<file path="src/rtl/ebox_mem_req.sv">
// EBOX initiator for the mbox memory port: one command in, timed req/read/write out.
// Optional read-pause-write support is enabled by defining EBOX_MEMREQ_RPW_EN.
module ebox_mem_req #(
  parameter int MEM_LATENCY = 1
) (
  input  logic         clk,
  input  logic         resetN,
  input  logic         cmdValid,
  output logic         cmdReady,
  input  logic         cmdRead,
  input  logic         cmdWrite,
  input  logic         cmdPSE,
  input  logic         cmdACRef,
  input  logic [13:35] cmdVMA,
  input  logic [0:35]  cmdData,
  output logic [13:35] vma,
  output logic         vmaACRef,
  output logic         req,
  output logic         read,
  output logic         write,
  output logic         PSE,
  output logic [0:35]  writeData,
  input  logic [0:35]  cacheDataRead,
  output logic         rspValid,
  output logic [0:35]  rspData,
  output logic         badCmd
);

  typedef enum logic [2:0] {
    IDLE,
    REQ,
    WAIT,
    DONE
`ifdef EBOX_MEMREQ_RPW_EN
    , PAUSE
`endif
  } state_e;

  localparam logic [3:0] LOAD = 4'(MEM_LATENCY - 1);

  state_e       state_q, state_d;
  logic [3:0]   cnt_q, cnt_d;
  logic         isrd_q, isrd_d;
  logic         rpw_q, rpw_d;
  logic [13:35] vma_q, vma_d;
  logic         ac_q, ac_d;
  logic [0:35]  wd_q, wd_d;
  logic [0:35]  rsp_q, rsp_d;
  logic         bad_q, bad_d;
  logic         rdy_q, rdy_d;
  logic         req_q, req_d;
  logic         wr_q, wr_d;
  logic         rd_q, rd_d;
  logic         rv_q, rv_d;
  logic         pse_q, pse_d;
  logic         paused_d;

  always_comb begin
    state_d = state_q;
    cnt_d   = cnt_q;
    isrd_d  = isrd_q;
    rpw_d   = rpw_q;
    vma_d   = vma_q;
    ac_d    = ac_q;
    wd_d    = wd_q;
    rsp_d   = rsp_q;
    bad_d   = 1'b0;
    unique case (state_q)
      IDLE: begin
        if (cmdValid) begin
          if (cmdRead == cmdWrite) begin
            bad_d = 1'b1;
          end else begin
            vma_d   = cmdVMA;
            ac_d    = cmdACRef;
            wd_d    = cmdData;
            isrd_d  = cmdRead;
`ifdef EBOX_MEMREQ_RPW_EN
            rpw_d   = cmdRead & cmdPSE;
`else
            rpw_d   = 1'b0;
`endif
            state_d = REQ;
          end
        end
      end
      REQ: begin
        cnt_d   = LOAD;
        state_d = WAIT;
      end
      WAIT: begin
        if (cnt_q == 4'd0) begin
          if (isrd_q) rsp_d = cacheDataRead;
          state_d = DONE;
        end else begin
          cnt_d = cnt_q - 4'd1;
        end
      end
      DONE: begin
        rpw_d = 1'b0;
`ifdef EBOX_MEMREQ_RPW_EN
        state_d = rpw_q ? PAUSE : IDLE;
`else
        state_d = IDLE;
`endif
      end
`ifdef EBOX_MEMREQ_RPW_EN
      // Address and AC flag stay from the read; only data is new.
      PAUSE: begin
        if (cmdValid) begin
          if (cmdWrite && !cmdRead) begin
            wd_d    = cmdData;
            isrd_d  = 1'b0;
            state_d = REQ;
          end else begin
            bad_d = 1'b1;
          end
        end
      end
`endif
      default: state_d = IDLE;
    endcase
  end

`ifdef EBOX_MEMREQ_RPW_EN
  assign paused_d = (state_d == PAUSE);
`else
  assign paused_d = 1'b0;
`endif

  // Outputs are registered from the next state so they line up with it.
  always_comb begin
    req_d = (state_d == REQ);
    wr_d  = req_d & ~isrd_d;
    rd_d  = isrd_d & ((state_d == REQ) | (state_d == WAIT) |
                      (state_d == DONE));
    rv_d  = (state_d == DONE);
    pse_d = paused_d;
    rdy_d = (state_d == IDLE) | paused_d;
  end

  always_ff @(posedge clk or negedge resetN) begin
    if (!resetN) begin
      state_q <= IDLE;
      cnt_q   <= '0;
      isrd_q  <= 1'b0;
      rpw_q   <= 1'b0;
      vma_q   <= '0;
      ac_q    <= 1'b0;
      wd_q    <= '0;
      rsp_q   <= '0;
      bad_q   <= 1'b0;
      rdy_q   <= 1'b0;
      req_q   <= 1'b0;
      wr_q    <= 1'b0;
      rd_q    <= 1'b0;
      rv_q    <= 1'b0;
      pse_q   <= 1'b0;
    end else begin
      state_q <= state_d;
      cnt_q   <= cnt_d;
      isrd_q  <= isrd_d;
      rpw_q   <= rpw_d;
      vma_q   <= vma_d;
      ac_q    <= ac_d;
      wd_q    <= wd_d;
      rsp_q   <= rsp_d;
      bad_q   <= bad_d;
      rdy_q   <= rdy_d;
      req_q   <= req_d;
      wr_q    <= wr_d;
      rd_q    <= rd_d;
      rv_q    <= rv_d;
      pse_q   <= pse_d;
    end
  end

`ifndef EBOX_MEMREQ_RPW_EN
  logic unused_pse;
  assign unused_pse = cmdPSE;
`endif

  assign cmdReady  = rdy_q;
  assign vma       = vma_q;
  assign vmaACRef  = ac_q;
  assign req       = req_q;
  assign read      = rd_q;
  assign write     = wr_q;
  assign PSE       = pse_q;
  assign writeData = wd_q;
  assign rspValid  = rv_q;
  assign rspData   = rsp_q;
  assign badCmd    = bad_q;

endmodule
</file>
<file path="config.mk">
export PLATFORM = sky130hd
export DESIGN_NAME = ebox_mem_req
export DESIGN_NICKNAME = d
export VERILOG_FILES = /design/src/rtl/ebox_mem_req.sv
export SDC_FILE = /design/constraint.sdc
export NUM_CORES = 1
export LEC_CHECK = 0
export ABC_AREA = 1
export CORE_MARGIN = 2
export CORE_UTILIZATION = 37
export DETAILED_ROUTE_END_ITERATION = 10
export GPL_ROUTABILITY_DRIVEN = 0
export PLACE_DENSITY = 0.83
export SYNTH_ARGS = -nofsm -noshare
export SYNTH_HDL_FRONTEND = slang
export SYNTH_SLANG_ARGS = --single-unit
</file>
<file path="constraint.sdc">
create_clock -name clk -period 1.6 [get_ports clk]
set_clock_uncertainty 0.15 [all_clocks]
set_input_delay 0.16 -clock clk [delete_from_list [all_inputs] [get_ports clk]]
set_output_delay 0.16 -clock clk [all_outputs]
set_load 0.005 [all_outputs]
</file>
==> metrics <==
core area=11370 µm²; Syn Std Cell Area=4293 µm²; register share of total power=0.416; worst min path class=input port to register; initial antenna violation count=0; Rel. slew slack=0.6090; # rows=39; PD cells=1428 nW/µm²; Netlist cell types=22; Pins Over Slew Limit=0; maximum VDD drop=0.8371 mV; die height=111.7 µm; setup ws final=3.332 ps; most used cell, CP=nand2_1; First-pass DRT Iterations=5; H-tree Lvls=3; Starting Density=0.3776; Comb power frac=0.350; first-pass GRT wire length=18980 µm; dpl hpwl=8253 µm; delay-heaviest family, CP=simple AND/OR/NAND/NOR gates; area grow syn2layout=64.35%; Slew @ Worst Pin=586.6 ps; WL/cell=14.95 µm; Max stage delay on crit path=410 ps; dpl ws=-180.2 ps; Setup-failing EPs final=0; vias in the first global route=3862; cts bufs inserted=9; Seq/Total Area, Yosys=0.6412; I/O Buffers=202; root buf cell=clkbuf_16; Synth Instances=479; CP max stage cell=dfrtp_1; clock sinks=110; XOR/XNOR share of the synthesized area=0.002040; crit-path cells=inv_2 > ha_4 > nand3_4 > nor2_4 > nand2_4 > clkbuf_16 > nand2_1 > nand2_1; main combinational cell family by area after synthesis=simple AND/OR/NAND/NOR gates; Int Pwr=0.007210 W; NetSw=0.002864 W; CTS clock-pin slew for the worst setup and hold paths=70 ps; area share of fa/ha/maj cells after synthesis=0.005829; RSZ-0062 raised after global routing=yes; kind of start point of the critical path=register; Final period util=0.9979; clk_lat worst skew=340 ps; multiplexer share of the synthesized area=0; DIE WIDTH=111.7 µm; CTS tree=yes; buffers plus inverters on the worst setup path=2; Req. time, crit path=1680 ps; Via density=4.719; Critical Path AT=1680 ps; GRT Residual Overflow=0; Tot Pwr=0.01007 W; type of the worst setup path=register to register; Compound-Gate Fraction of Synth Area=0.005829; switching share of power=0.2843; Vias=3969; Ys Warns=0; Synth Area in Simple Gates=0.3022; pin count of the biggest net entering global routing=111; gr usage total=0.1883; Max-Cap Viols=0; Finished Core Util=0.6206; Leak Pwr=3.458 nW; clock share of power=0.233; Final nets=798; Residual DRC=0; Routed WL=12570 µm; crit path max fanout=18; Synth Register Bits=110; Final Critical Period=1597 ps; Fin. Hold Viols=0; Max Freq=626.3 MHz; Boundary Pins=205; CTS Buffer Depth=2; share of layout cells above drive strength 1=0.07593; status=finished, final reports clean; Detailed Route Iter0 Violations=220; ANT cells=0; antenna viol nets, final=0; Mapped Avg Cell Area=8.962 µm²; Die Area=12480 µm²; crit path capture type=register
-- layout make-up --
type | instances | area (µm²)
Inverter | 11 | 43.79
Clock buffer | 9 | 225.2
Fill cell | 911 | 4314
Multi-Input combinational cell | 335 | 1406
Sequential cell | 110 | 2753
Clock inverter | 6 | 87.58
Tap cell | 143 | 178.9
Timing Repair Buffer | 227 | 2361
-- flip-flops by register name, indices dropped and copies added, names as in the netlist, 3 cells and up --
register	flops
cnt_q	4
rspData	36
state_q	3
vma	23
writeData	36
-- worst reg2reg max path, stage by stage, from the launching register on --
cell and delay [ps]:
dfrtp_1 410, inv_2 100, ha_4 150, nand3_4 90, nor2_4 180, nand2_4 100
clkbuf_16 190, nand2_1 60, nand2_1 50
-- path summary, 6_finish.rpt --
path,from,to,slack (ps),cells past startpoint
min in group asynchronous,resetN,rspData[35]$_DFFE_PN0P_,280,3
setup / recovery,cnt_q[0]$_DFFE_PN0P_,rspData[1]$_DFFE_PN0P_,3,8
setup reg to reg,cnt_q[0]$_DFFE_PN0P_,rspData[1]$_DFFE_PN0P_,3,8
hold / removal,cmdVMA[13],vma[13]$_DFFE_PN0P_,200,3
hold reg to reg,writeData[5]$_DFFE_PN0P_,writeData[5]$_DFFE_PN0P_,320,2
max in group asynchronous,resetN,writeData[8]$_DFFE_PN0P_,570,3
-- synthesized netlist by cell type --
cell type  instances  area share
o21ai_1            1      0.0012
nor3_1             1      0.0012
nor2_4             1      0.0026
clkbuf_1           4      0.0035
ha_1               2      0.0058
nor2_2             1      0.0015
dfrtp_1          110        0.64
nand3b_1           1      0.0017
nor2_1             9      0.0079
or2_2              1      0.0015
conb_1             1     0.00087
nand2_1          269        0.24
nand3_1           39       0.045
buf_6              3      0.0079
xor2_1             1      0.0020
o21ai_0            4      0.0047
nand4_1            2      0.0029
buf_4              2      0.0035
buf_2             15       0.017
nand3_2            1      0.0023
inv_1              9      0.0079
inv_2              2      0.0017
-- cells in the final DEF, fill, tap and decap left out, types with 4 or more instances in the layout --
| cell | Yosys | routed |
|---|---|---|
| nand3_1 | 39 | 38 |
| buf_12 | 0 | 6 |
| buf_4 | 2 | 14 |
| clkbuf_16 | 0 | 13 |
| nor2_1 | 9 | 8 |
| o21ai_1 | 1 | 4 |
| inv_1 | 9 | 7 |
| dfrtp_1 | 110 | 110 |
| clkdlybuf4s50_1 | 0 | 200 |
| nand2_1 | 269 | 267 |
-- stage by stage --
stage / instances / area (µm²) / setup TNS [ps] / hold slack, ps
after global placement: 816 / 6534 / -3832 / 125.4
after CTS: 832 / 6869 / 0 / 186.2
after global routing: 841 / 7056 / -3602 / 201.3
after detailed placement: 816 / 6534 / -9508 / 129.7
final: 841 / 7056 / 0 / 196.1
after floorplan: 480 / 4297 / 0 / -285.6
-- logic make-up (layout without fill, tap and decap cells) --
| family | Yosys count | after routing |
|---|---|---|
| xor gates and xnor gates | 1 | 1 |
| AOI/OAI and AO/OA | 5 | 5 |
| buffers and inverters | 35 | 253 |
| DFF | 110 | 110 |
| adders and majority gates | 2 | 2 |
| other | 1 | 2 |
| and+or+nand+nor | 325 | 325 |
-- power by group through the flow --
stage	registers, W	clock network [W]	logic [W]
floorplan	0.00427	0	0.000933
global placement	0.00417	0	0.00333
detailed placement	0.00422	0	0.00344
CTS	0.00419	0.00241	0.00347
global route	0.00431	0.00250	0.00386
finish	0.00419	0.00235	0.00353
-- metal layers --
layer  wire length (µm)  part of all wire  global-route usage  vias to the layer above
met1               4949              0.39              0.2260                     1874
li1                   -                 -                   -                     1901
met5                  0                 0                   0                        -
met3               1073             0.085             0.05934                       20
met4                284             0.023             0.08807                        0
met2               6262              0.50              0.3099                      174
-- repair_timing --
action | 4_1_cts | 5_1_grt
hold endpoints to repair | 110 | 0
gates resized for setup | 3 | 12
pin swaps | 1 | 5
setup endpoints to repair | 36 | 65
setup buffers | 0 | 4
hold buffers | 1 | 0
cloned | 0 | 5
No activity file was read; power rests on OpenSTA's default activity.
